**config.mk**
```make
export PLATFORM = sky130hd
export DESIGN_NAME = issue_scheduler_flat
export DESIGN_NICKNAME = d
export VERILOG_FILES = /design/src/rtl/issue_scheduler_if.sv /design/src/rtl/issue_scheduler.sv /design/src/flat_wrapper.sv
export SDC_FILE = /design/constraint.sdc
export NUM_CORES = 1
export LEC_CHECK = 0
export ABC_AREA = 0
export CAP_MARGIN = 30
export CORE_MARGIN = 2
export CORE_UTILIZATION = 50
export CTS_CLUSTER_DIAMETER = 60
export DETAILED_ROUTE_END_ITERATION = 6
export GPL_TIMING_DRIVEN = 0
export PLACE_DENSITY = 0.74
export SETUP_SLACK_MARGIN = 0.2
export SLEW_MARGIN = 5
export SYNTH_ARGS = -nofsm -noshare
export SYNTH_HDL_FRONTEND = slang
export SYNTH_SLANG_ARGS = --single-unit
```
**constraint.sdc**
```tcl
create_clock -name clk -period 3.9 [get_ports clk]
set_clock_uncertainty 0.2 [all_clocks]
set_input_delay 0.585 -clock clk [delete_from_list [all_inputs] [get_ports clk]]
set_output_delay 0.585 -clock clk [all_outputs]
set_load 0.03 [all_outputs]
```
**src/rtl/issue_scheduler_if.sv**
```systemverilog
// Handshake bundle between fetch, the issue queue, the decoder and the backpressure sources.
// master drives the queue inputs; slave is the issue scheduler itself.
interface issue_scheduler_if #(
    parameter int unsigned DEPTH_W = 2
);
    logic               rdy;
    logic               rollback;
    logic               if_valid;
    logic [31:0]        if_inst;
    logic [31:0]        if_pc;
    logic               if_pred_jump;
    logic               if_ready;
    logic               rob_full;
    logic               rs_full;
    logic               lsb_full;
    logic               inst_rdy;
    logic [31:0]        inst;
    logic [31:0]        inst_pc;
    logic               inst_pred_jump;
    logic [DEPTH_W:0]   queue_cnt;

    modport master (
        output rdy, rollback, if_valid, if_inst, if_pc, if_pred_jump,
        output rob_full, rs_full, lsb_full,
        input  if_ready, inst_rdy, inst, inst_pc, inst_pred_jump, queue_cnt
    );

    modport slave (
        input  rdy, rollback, if_valid, if_inst, if_pc, if_pred_jump,
        input  rob_full, rs_full, lsb_full,
        output if_ready, inst_rdy, inst, inst_pc, inst_pred_jump, queue_cnt
    );
endinterface

```
**src/rtl/issue_scheduler.sv**
```systemverilog
// In-order instruction queue between fetch and decode; the head issues only when the ROB and
// its target unit (RS or LSB) have room, and the whole queue is flushed on rollback.
module issue_scheduler #(
    parameter int unsigned DEPTH_W = 2
) (
    input  logic             clk,
    input  logic             rst,
    issue_scheduler_if.slave bus
);
    localparam int unsigned DEPTH = 1 << DEPTH_W;
    localparam logic [DEPTH_W:0]   DEPTH_CNT = (DEPTH_W + 1)'(DEPTH);
    localparam logic [DEPTH_W:0]   CNT_ONE   = 1;
    localparam logic [DEPTH_W-1:0] PTR_ONE   = 1;

    typedef struct packed {
        logic [31:0] inst;
        logic [31:0] pc;
        logic        pred_jump;
    } entry_t;

    entry_t             mem_q [DEPTH];
    entry_t             mem_d [DEPTH];
    logic [DEPTH_W-1:0] head_q, head_d;
    logic [DEPTH_W-1:0] tail_q, tail_d;
    logic [DEPTH_W:0]   cnt_q, cnt_d;

    entry_t head_e;
    logic   not_empty;
    logic   is_lsb;
    logic   can_issue;
    logic   push;
    logic   pop;

    assign head_e    = mem_q[head_q];
    assign not_empty = (cnt_q != '0);
    assign is_lsb    = (head_e.inst[6:0] == 7'b0000011) || (head_e.inst[6:0] == 7'b0100011);
    assign can_issue = not_empty && !bus.rob_full && !(is_lsb ? bus.lsb_full : bus.rs_full);

    // A same-cycle pop never frees a slot for the push; keeps if_ready off the issue path.
    assign bus.if_ready = bus.rdy && !bus.rollback && (cnt_q < DEPTH_CNT);
    assign bus.inst_rdy = bus.rdy && !rst && !bus.rollback && can_issue;

    assign push = bus.if_valid && bus.if_ready;
    assign pop  = bus.inst_rdy;

    assign bus.inst           = not_empty ? head_e.inst : 32'h0;
    assign bus.inst_pc        = not_empty ? head_e.pc : 32'h0;
    assign bus.inst_pred_jump = not_empty ? head_e.pred_jump : 1'b0;
    assign bus.queue_cnt      = cnt_q;

    always_comb begin
        head_d = head_q;
        tail_d = tail_q;
        cnt_d  = cnt_q;
        for (int i = 0; i < int'(DEPTH); i++) begin
            mem_d[i] = mem_q[i];
        end
        if (bus.rdy) begin
            if (bus.rollback) begin
                head_d = '0;
                tail_d = '0;
                cnt_d  = '0;
            end else begin
                if (push) begin
                    mem_d[tail_q] = '{inst: bus.if_inst, pc: bus.if_pc,
                                      pred_jump: bus.if_pred_jump};
                    tail_d = tail_q + PTR_ONE;
                end
                if (pop) begin
                    head_d = head_q + PTR_ONE;
                end
                unique case ({push, pop})
                    2'b10:   cnt_d = cnt_q + CNT_ONE;
                    2'b01:   cnt_d = cnt_q - CNT_ONE;
                    default: cnt_d = cnt_q;
                endcase
            end
        end
    end

    always_ff @(posedge clk or posedge rst) begin
        if (rst) begin
            head_q <= '0;
            tail_q <= '0;
            cnt_q  <= '0;
        end else begin
            head_q <= head_d;
            tail_q <= tail_d;
            cnt_q  <= cnt_d;
        end
    end

    // Payload storage needs no reset; entries are only read while counted as valid.
    always_ff @(posedge clk) begin
        for (int i = 0; i < int'(DEPTH); i++) begin
            mem_q[i] <= mem_d[i];
        end
    end
endmodule

```
**src/flat_wrapper.sv**
```systemverilog
// flat-port wrapper written by rule: the top's interface ports become plain ports
module issue_scheduler_flat 
#(
    parameter int unsigned DEPTH_W = 2
)
  (clk, rst, bus_rdy, bus_rollback, bus_if_valid, bus_if_inst, bus_if_pc, bus_if_pred_jump, bus_rob_full, bus_rs_full, bus_lsb_full, bus_if_ready, bus_inst_rdy, bus_inst, bus_inst_pc, bus_inst_pred_jump, bus_queue_cnt);
  issue_scheduler_if #(.DEPTH_W(DEPTH_W)) bus_i ();
  input  logic clk;
  input  logic rst;
  input wire logic [$bits(bus_i.rdy)-1:0] bus_rdy;
  input wire logic [$bits(bus_i.rollback)-1:0] bus_rollback;
  input wire logic [$bits(bus_i.if_valid)-1:0] bus_if_valid;
  input wire logic [$bits(bus_i.if_inst)-1:0] bus_if_inst;
  input wire logic [$bits(bus_i.if_pc)-1:0] bus_if_pc;
  input wire logic [$bits(bus_i.if_pred_jump)-1:0] bus_if_pred_jump;
  input wire logic [$bits(bus_i.rob_full)-1:0] bus_rob_full;
  input wire logic [$bits(bus_i.rs_full)-1:0] bus_rs_full;
  input wire logic [$bits(bus_i.lsb_full)-1:0] bus_lsb_full;
  output wire logic [$bits(bus_i.if_ready)-1:0] bus_if_ready;
  output wire logic [$bits(bus_i.inst_rdy)-1:0] bus_inst_rdy;
  output wire logic [$bits(bus_i.inst)-1:0] bus_inst;
  output wire logic [$bits(bus_i.inst_pc)-1:0] bus_inst_pc;
  output wire logic [$bits(bus_i.inst_pred_jump)-1:0] bus_inst_pred_jump;
  output wire logic [$bits(bus_i.queue_cnt)-1:0] bus_queue_cnt;
  assign bus_i.rdy = bus_rdy;
  assign bus_i.rollback = bus_rollback;
  assign bus_i.if_valid = bus_if_valid;
  assign bus_i.if_inst = bus_if_inst;
  assign bus_i.if_pc = bus_if_pc;
  assign bus_i.if_pred_jump = bus_if_pred_jump;
  assign bus_i.rob_full = bus_rob_full;
  assign bus_i.rs_full = bus_rs_full;
  assign bus_i.lsb_full = bus_lsb_full;
  assign bus_if_ready = bus_i.if_ready;
  assign bus_inst_rdy = bus_i.inst_rdy;
  assign bus_inst = bus_i.inst;
  assign bus_inst_pc = bus_i.inst_pc;
  assign bus_inst_pred_jump = bus_i.inst_pred_jump;
  assign bus_queue_cnt = bus_i.queue_cnt;
  issue_scheduler #(.DEPTH_W(DEPTH_W)) u_core (.clk(clk), .rst(rst), .bus(bus_i));
endmodule
```
==> results of run 1 <==
-- power breakdown --
group          total, uW  internal, uW  switching (uW)
Clock               2410          1430             971
Combinational       2750          1250            1500
Sequential          3310          3260            46.9
-- what timing repair did --
action / in CTS / in global routing
buffers inserted: 1 / 0
endpoints found under the setup margin: 59 / 57
resized for setup: 28 / 11
pin swaps: 1 / 0
-- layout make-up --
cell class | instances | area share
flip-flops and latches | 267 | 0.609
multi-input cells | 181 | 0.174
repair buffers | 147 | 0.118
clock buffers | 38 | 0.0562
well taps | 270 | 0.0258
plain buffers | 23 | 0.0100
clock inverters | 6 | 0.00630
inverters | 6 | 0.00172
-- worst max-delay path by stage --
stage / from / end / slack [ps]
finish: u_core.head_q[0] / bus_inst[17] / 280
detailed placement: bus_rollback / bus_inst_rdy / -30
global placement: bus_rollback / u_core.mem_q[0][9] / -1410
CTS: u_core.head_q[0] / bus_inst_pc[7] / 120
floorplan: bus_rollback / u_core.mem_q[0][0] / 520
global route: u_core.head_q[0] / bus_inst_pc[1] / 140
-- cell families after synthesis --
family,Yosys count,share of synthesized area
buffers and inverters,29,0.0122
and+or+nand+nor,92,0.0560
adders and majority gates,5,0.00603
AOI/OAI and AO/OA,15,0.0111
xor gates and xnor gates,2,0.00169
muxes,67,0.144
DFF,267,0.769
-- layer usage --
metal | vias up | wire [um]
met5 | - | 0
met4 | 0 | 310
met3 | 23 | 1460
met2 | 169 | 9970
met1 | 2681 | 8220
li1 | 2292 | -
-- worst max-delay path, cell delays in order, from the launching register on --
cell,delay (ps)
dfrtp_1,330
buf_6,140
buf_6,190
clkbuf_4,310
mux4_2,540
and2_1,200
clkdlybuf4s50_1,610
-- sequential cells by signal, summed over array words and instances, names as in the netlist --
register and cells:
u_core.bus.queue_cnt 3, u_core.head_q 2, u_core.tail_q 2, u_core.mem_q 260
-- stage by stage --
| stage | cell area, sq um | total power (uW) |
|---|---|---|
| finish | 13100 | 8460 |
| global route | 13100 | 8800 |
| CTS | 13100 | 8550 |
| detailed placement | 12300 | 6130 |
| floorplan | 10400 | 5050 |
| global placement | 12100 | 6090 |
-- cell usage in the layout, fill, tap and decap left out, types with 4 or more instances in the layout --
cell,netlist,final
and2_1,69,65
and2_4,0,4
buf_16,0,4
buf_2,2,4
clkbuf_1,14,16
clkbuf_16,0,27
clkbuf_2,0,5
clkbuf_4,0,5
clkdlybuf4s50_1,0,137
dfrtp_1,7,7
dlymetal6s2s_1,0,4
edfxtp_1,260,260
ha_1,5,5
inv_1,6,6
mux4_2,64,64
nand2_1,7,7
o211ai_1,4,4
==> flow_metrics.py, run 1 <==
metrics = {
    "power_and_ir_drop": {
        "max-vdd-ir-drop_uv": 563,
        "p_leak_uw": 0.00426,
        "power_density_mw_per_mm2": 645,
    },
    "synthesis": {
        "synth_edf_count": 260,
        "synth_commonest_cells": "260 x edfxtp_1, 69 x and2_1, 64 x mux4_2",
        "synth.area.top_cells": "edfxtp_1 75%, mux4_2 14%, and2_1 4.2%, dfrtp_1 1.7%, ha_1 0.60%",
        "synth_most_common_cell": "edfxtp_1",
        "async_flop_share": 0.0262,
        "syn_nets": 555,
        "ys_types": 37,
        "ys_seq_elements": 267,
        "yosysSeqAreaShare": 0.769,
        "avgSynthCellArea_sq_um": 21.8,
        "synth_top_area_share": 0.753,
        "synth_area_sq_mm": 0.0104,
        "syn_inst": 477,
        "synthFlopType": "edfxtp_1",
        "synth_top_area_cell": "edfxtp_1",
        "ys.warnings.count": 0,
    },
    "timing": {
        "fin_tns_setup_ps": 0,
        "setup_viol": 0,
        "fin_worst_hold_slack_ps": 168,
        "hold_viol_final": 0,
        "min_period_over_period": 0.927,
        "worstMarginPinSlew_ps": 753,
        "max_freq_ghz": 0.277,
        "slew_violations": 0,
        "min_period_ps": 3620,
        "rsz0062_at_grt": "yes",
        "setup_slack_ps": 284,
        "maxSlewHeadroom": 0.497,
    },
    "layout": {
        "antennaDiodeCount": 0,
        "syn_to_final_growth_pct": 26.4,
        "final_core_util": 0.646,
        "fillers": 1391,
        "register_area_sq_mm": 0.00798,
        "fin_cells": 938,
        "final_nets": 731,
        "multi_input_area_sq_mm": 0.00228,
        "layout-drive-gt1-share": 0.193,
    },
    "clock_network": {
        "h-tree-depth": 1,
        "clockBufferDepth": 3,
        "clkSlewWorstSetupHoldPaths_ps": 60,
        "cts-root-buf": "clkbuf_16",
        "clkLatencyLatePin_ps": 510,
        "cts_tree": "yes",
        "cts_buffers": 27,
        "cts.sinks": 267,
        "cts_hold_buf": 0,
    },
    "floorplanning": {
        "io_pins": 143,
        "initial_utilization": 0.511,
        "dieHeight_um": 148,
        "dieArea_sq_mm": 0.0219,
        "coreArea_sq_mm": 0.0203,
        "rows": 52,
        "die_w_um": 148,
    },
    "global_route": {
        "grt_util_met3": 0.0445,
        "globalRouteMet1Util": 0.244,
        "grt_pass1_wl_um": 30900,
        "grt_pass1_vias": 5556,
        "use_met2": 0.311,
        "overflow": 0,
        "grt-busiest-layer": "met2",
        "grt_max_degree": 41,
        "track_usage": 0.184,
        "antenna_found_initial": 0,
    },
    "place": {
        "place.gp.congestion": 0.792,
        "io_buffers": 142,
        "dp_hpwl_um": 12400,
        "place_ws_ps": -34.6,
        "place_inst": 893,
    },
    "drt": {
        "drt-total-wl_um": 20000,
        "viasPerCell": 5.51,
        "ant_nets": 0,
        "route.detailed.drc": 0,
        "wl_per_cell_um": 21.3,
        "drtIter0Drc": 300,
        "vias": 5165,
        "dr.pass1.iters": 4,
    },
    "critical_path": {
        "rr_startpoint": "u_core.head_q[1]",
        "worstReg2RegEnd": "u_core.bus.queue_cnt[2]",
        "r2r_slack_ps": 610,
        "rr_worst_depth": 12,
        "cp.arrival_ps": 2830,
        "path_class": "reg2out",
        "worstPathRequired_ps": 3120,
        "crit_fanout": 10,
        "start_kind": "flop",
        "crit_path_end_kind": "output port",
    },
    "run": {
        "cap_violations": 0,
    },
    "run_status": {
        "status": "finished clean",
    },
    "hold_path": {
        "hold_path.class": "in2async",
    },
}
(Power assumes the default switching activity.)
==> run 2, diff against run 1 <==
--- a/config.mk
+++ b/config.mk
@@ -7,6 +7,7 @@
 export LEC_CHECK = 0
 export ABC_AREA = 0
 export CAP_MARGIN = 30
+export CORE_ASPECT_RATIO = 0.7
 export CORE_MARGIN = 2
 export CORE_UTILIZATION = 50
 export CTS_CLUSTER_DIAMETER = 60
==> constraint.sdc (replaced) <==
create_clock -name clk -period 3.9 [get_ports clk]
set_clock_uncertainty 0.2 [all_clocks]
set_input_delay 0.585 -clock clk [delete_from_list [all_inputs] [get_ports clk]]
set_output_delay 0.585 -clock clk [all_outputs]
set_load 0.01 [all_outputs]
==> run 2 against run 1 <==
  * Hold slack lost 30 ps
  * Die area hardly changed
  * Clock-buffer cell count decreased by 8
  * Via count shrank 0.27%
  * Critical path depth fell by 1
  * Critical path type unchanged
==> flow_metrics.py, run 2 (synthesis gave the netlist of run 1 again) <==
metrics = {
    "timing": {
        "hold_viol_final": 0,
        "min_period_ps": 3560,
        "min_period_over_period": 0.912,
        "worstMarginPinSlew_ps": 741,
        "max_freq_ghz": 0.281,
        "maxSlewHeadroom": 0.505,
        "slew_violations": 0,
        "setup_viol": 0,
        "rsz0062_at_grt": "no",
    },
    "global_route": {
        "grt_pass1_wl_um": 30900,
        "track_usage": 0.187,
        "grt_max_degree": 36,
        "grt_pass1_vias": 5479,
        "overflow": 0,
        "antenna_found_initial": 0,
    },
    "critical_path": {
        "worstPathRequired_ps": 3120,
        "r2r_slack_ps": 680,
        "path_class": "reg2out",
        "crit_fanout": 10,
        "start_kind": "flop",
        "worstReg2RegEnd": "u_core.bus.queue_cnt[2]",
        "rr_worst_depth": 12,
        "crit_path_end_kind": "output port",
        "cp.arrival_ps": 2770,
        "rr_startpoint": "u_core.head_q[0]",
    },
    "drt": {
        "ant_nets": 0,
        "drt-total-wl_um": 20400,
        "vias": 5151,
        "drtIter0Drc": 466,
        "dr.pass1.iters": 4,
        "route.detailed.drc": 0,
        "viasPerCell": 5.44,
        "wl_per_cell_um": 21.5,
    },
    "layout": {
        "regMostFlops": "u_core.mem_q",
        "layout_commonest_cell": "edfxtp_1",
        "largest_reg_flops": 260,
        "layout-drive-gt1-share": 0.193,
        "final_nets": 730,
        "design_area_sq_mm": 0.0131,
        "final_cell_mix": "260 x edfxtp_1, 141 x clkdlybuf4s50_1, 65 x and2_1",
        "syn_to_final_growth_pct": 26.2,
        "final_core_util": 0.638,
    },
    "floorplanning": {
        "io_pins": 143,
        "initial_utilization": 0.505,
        "dieHeight_um": 125,
        "coreArea_sq_mm": 0.0205,
        "die_w_um": 176,
        "rows": 44,
        "dieArea_sq_mm": 0.0219,
    },
    "clock_network": {
        "clkSlewWorstSetupHoldPaths_ps": 70,
        "clockBufferDepth": 3,
        "cts_hold_buf": 0,
        "h-tree-depth": 1,
        "clkLatencyLatePin_ps": 520,
        "cts_buffers": 26,
        "cts.sinks": 267,
        "cts-root-buf": "clkbuf_16",
        "cts_tree": "yes",
    },
    "place": {
        "place.gp.congestion": 0.756,
        "io_buffers": 142,
        "place_area_sq_mm": 0.0122,
        "dp_hpwl_um": 12900,
    },
    "power_and_ir_drop": {
        "max-vdd-ir-drop_uv": 513,
        "p_leak_uw": 0.00421,
        "power_density_mw_per_mm2": 607,
    },
    "run_status": {
        "status": "finished clean",
    },
    "hold_path": {
        "hold_path.class": "in2async",
    },
    "run": {
        "cap_violations": 0,
    },
}
==> run 2: worst max-delay path by stage <==
| stage | from | to | slack, ps | depth (start not counted) |
|---|---|---|---|---|
| after CTS | u_core.head_q[1] | bus_inst_rdy | 80 | 6 |
| after global placement | bus_rollback | u_core.mem_q[1][0] | -1470 | 5 |
| after detailed placement | bus_rollback | bus_inst_rdy | 10 | 4 |
| after global routing | u_core.head_q[0] | bus_inst[13] | 200 | 6 |
| after floorplan | bus_rollback | u_core.mem_q[0][0] | 520 | 4 |
| final | u_core.head_q[1] | bus_inst[5] | 340 | 5 |
==> run 2: cell type report <==
cell class	count	area, sq um
multi-input cells	181	2280
flip-flops and latches	267	7980
inverters	6	22.5
repair buffers	147	1510
well taps	276	345
clock inverters	16	130
fillers	1421	7440
plain buffers	23	133
clock buffers	30	687
diodes	1	2.50
==> run 2: repair_timing <==
item                       CTS  global route
buffers inserted             1             0
gates resized for setup     23            13
pin swaps                    1             0
cloned                       0             0
setup endpoints to repair   60            42
==> run 2: stage by stage <==
stage	TNS (ps)	setup slack, ps	power, uW	hold WS, ps	cells
floorplan	0	520	4550	188	477
global placement	-379420	-1470	5590	335	895
detailed placement	0	10.1	5620	360	899
CTS	0	81.2	8030	134	946
global route	0	203	8300	177	946
finish	0	342	7950	139	947
==> run 2: worst max-delay path: stages (launching register included) <==
cell and delay (ps):
dfrtp_1 450, buf_6 200, clkbuf_1 540, mux4_2 400, and2_1 180, clkdlybuf4s50_1 480
==> run 2: power by group <==
part | total [uW] | internal [uW] | switching (uW)
sequential | 3310 | 3260 | 48.7
clock | 2390 | 1390 | 996
combinational | 2260 | 1250 | 1000
==> run 2: per-layer routing <==
layer	up-vias	wire [um]	track usage	share of wire
met5	-	0	0	0
met4	0	335	0.0428	0.016
met3	25	1360	0.0385	0.067
met2	163	9690	0.300	0.48
met1	2666	8990	0.268	0.44
li1	2297	-	-	-
==> run 3, diff against run 2 <==
--- a/config.mk
+++ b/config.mk
@@ -19,3 +19,4 @@
 export SYNTH_ARGS = -nofsm -noshare
 export SYNTH_HDL_FRONTEND = slang
 export SYNTH_SLANG_ARGS = --single-unit
+export TNS_END_PERCENT = 30
==> run 3 against run 2 <==
  * Worst setup slack got worse by 54 ps
  * Combinational power about the same
  * Via count increased by 0.37%
  * Critical path depth unchanged
  * Total power about the same
  * Clock power about the same
  * Wire length increased by 0.18%
  * Fmax decreased by 1.5%
  * Critical path type unchanged
  * Critical endpoint is now bus_inst_pc[6]
==> flow_metrics.py, run 3 (synthesis gave the netlist of run 1 again) <==
metrics = {
    "run_status": {
        "status": "finished clean",
    },
    "critical_path": {
        "rr_worst_depth": 12,
        "r2r_slack_ps": 680,
        "crit_path_end_kind": "output port",
        "start_kind": "flop",
        "cp.arrival_ps": 2830,
        "crit_fanout": 11,
        "path_class": "reg2out",
        "worstPathRequired_ps": 3120,
        "worstReg2RegEnd": "u_core.bus.queue_cnt[2]",
        "rr_startpoint": "u_core.head_q[0]",
    },
    "global_route": {
        "grt_max_degree": 36,
        "grt_pass1_wl_um": 30900,
        "overflow": 0,
        "grt_pass1_vias": 5482,
        "track_usage": 0.187,
        "antenna_found_initial": 0,
    },
    "clock_network": {
        "cts_tree": "yes",
        "cts.sinks": 267,
        "cts-root-buf": "clkbuf_16",
        "clkSlewWorstSetupHoldPaths_ps": 70,
        "cts_buffers": 26,
        "clkLatencyLatePin_ps": 520,
        "h-tree-depth": 1,
        "clockBufferDepth": 3,
    },
    "drt": {
        "wl_per_cell_um": 21.6,
        "route.detailed.drc": 0,
        "drtIter0Drc": 477,
        "drt-total-wl_um": 20400,
        "drt-met1-wl_um": 9150,
        "dr.pass1.iters": 4,
        "viasPerCell": 5.46,
        "ant_nets": 0,
        "vias": 5170,
        "met3_length_um": 1240,
        "met2_length_um": 9660,
        "dr.max_layer_used": "met4",
    },
    "floorplanning": {
        "io_pins": 143,
        "initial_utilization": 0.505,
        "coreArea_sq_mm": 0.0205,
        "rows": 44,
        "dieArea_sq_mm": 0.0219,
        "die_w_um": 176,
        "dieHeight_um": 125,
    },
    "layout": {
        "regMostFlops": "u_core.mem_q",
        "fin_cells": 947,
        "layout_commonest_cell": "edfxtp_1",
        "final_core_util": 0.638,
        "layout-drive-gt1-share": 0.191,
        "fillers": 1420,
        "final_nets": 730,
        "syn_to_final_growth_pct": 26.2,
        "final_cell_mix": "260 x edfxtp_1, 141 x clkdlybuf4s50_1, 65 x and2_1",
        "largest_reg_flops": 260,
    },
    "timing": {
        "max_freq_ghz": 0.277,
        "min_period_over_period": 0.926,
        "fin_tns_setup_ps": 0,
        "setup_slack_ps": 289,
        "setup_viol": 0,
        "maxSlewHeadroom": 0.505,
        "hold_viol_final": 0,
        "rsz0062_at_grt": "yes",
        "worstMarginPinSlew_ps": 740,
        "slew_violations": 0,
        "min_period_ps": 3610,
    },
    "place": {
        "place_inst": 899,
        "dp_hpwl_um": 12900,
        "place.gp.congestion": 0.756,
        "place_ws_ps": 10.1,
        "io_buffers": 142,
    },
    "hold_path": {
        "hold_path.class": "in2async",
    },
    "run": {
        "cap_violations": 0,
    },
    "power_and_ir_drop": {
        "total_power_uw": 7950,
        "power_density_mw_per_mm2": 607,
        "p_leak_uw": 0.00420,
        "max-vdd-ir-drop_uv": 513,
    },
}
[run 3: cell count changes in the layout (fill, tap and decap cells not counted), sizes merged]
cell    previous run  this run
buf               11        12
clkbuf            47        46
[run 3: worst max path at each step]
stage	from	endpoint	slack, ps
global route	u_core.bus.queue_cnt[2]	bus_inst_pc[6]	170
detailed placement	bus_rollback	bus_inst_rdy	10
floorplan	bus_rollback	u_core.mem_q[0][0]	520
CTS	u_core.head_q[1]	bus_inst_rdy	80
global placement	bus_rollback	u_core.mem_q[1][0]	-1470
finish	u_core.bus.queue_cnt[2]	bus_inst_pc[6]	290
[run 3: area by class of cell]
type | count | area, sq um | share of cell area
clock inverters | 16 | 130 | 0.00994
plain buffers | 23 | 129 | 0.00984
flip-flops and latches | 267 | 7980 | 0.610
inverters | 6 | 22.5 | 0.00172
clock buffers | 30 | 687 | 0.0525
repair buffers | 147 | 1510 | 0.115
well taps | 276 | 345 | 0.0264
diodes | 1 | 2.50 | 0.000191
multi-input cells | 181 | 2280 | 0.174
[run 3: critical path: stages (launching register included)]
cell and delay [ps]:
dfrtp_1 530, or3_1 180, clkbuf_2 290, clkbuf_1 460, and2_1 280, clkdlybuf4s50_1 560
[run 3: stage by stage]
step / hold WS [ps] / instance area, sq um
finish: 139 / 13100
global route: 177 / 13100
CTS: 134 / 13100
detailed placement: 360 / 12200
global placement: 335 / 12100
floorplan: 188 / 10400
[run 3: layer usage]
metal | global-route usage | up-vias
met3 | 0.0385 | 27
li1 | - | 2296
met1 | 0.268 | 2687
met2 | 0.301 | 160
met5 | 0 | -
met4 | 0.0428 | 0
[run 3: timing repair]
action,4_1_cts,5_1_grt
pin swaps,1,0
hold buffers,0,0
setup buffers,1,0
resized for setup,20,13
setup endpoints to repair,60,44
[run 3: power breakdown]
part	total, uW	internal [uW]	switching, uW
combinational	2250	1250	1000
clock	2390	1390	996
sequential	3310	3260	48.8
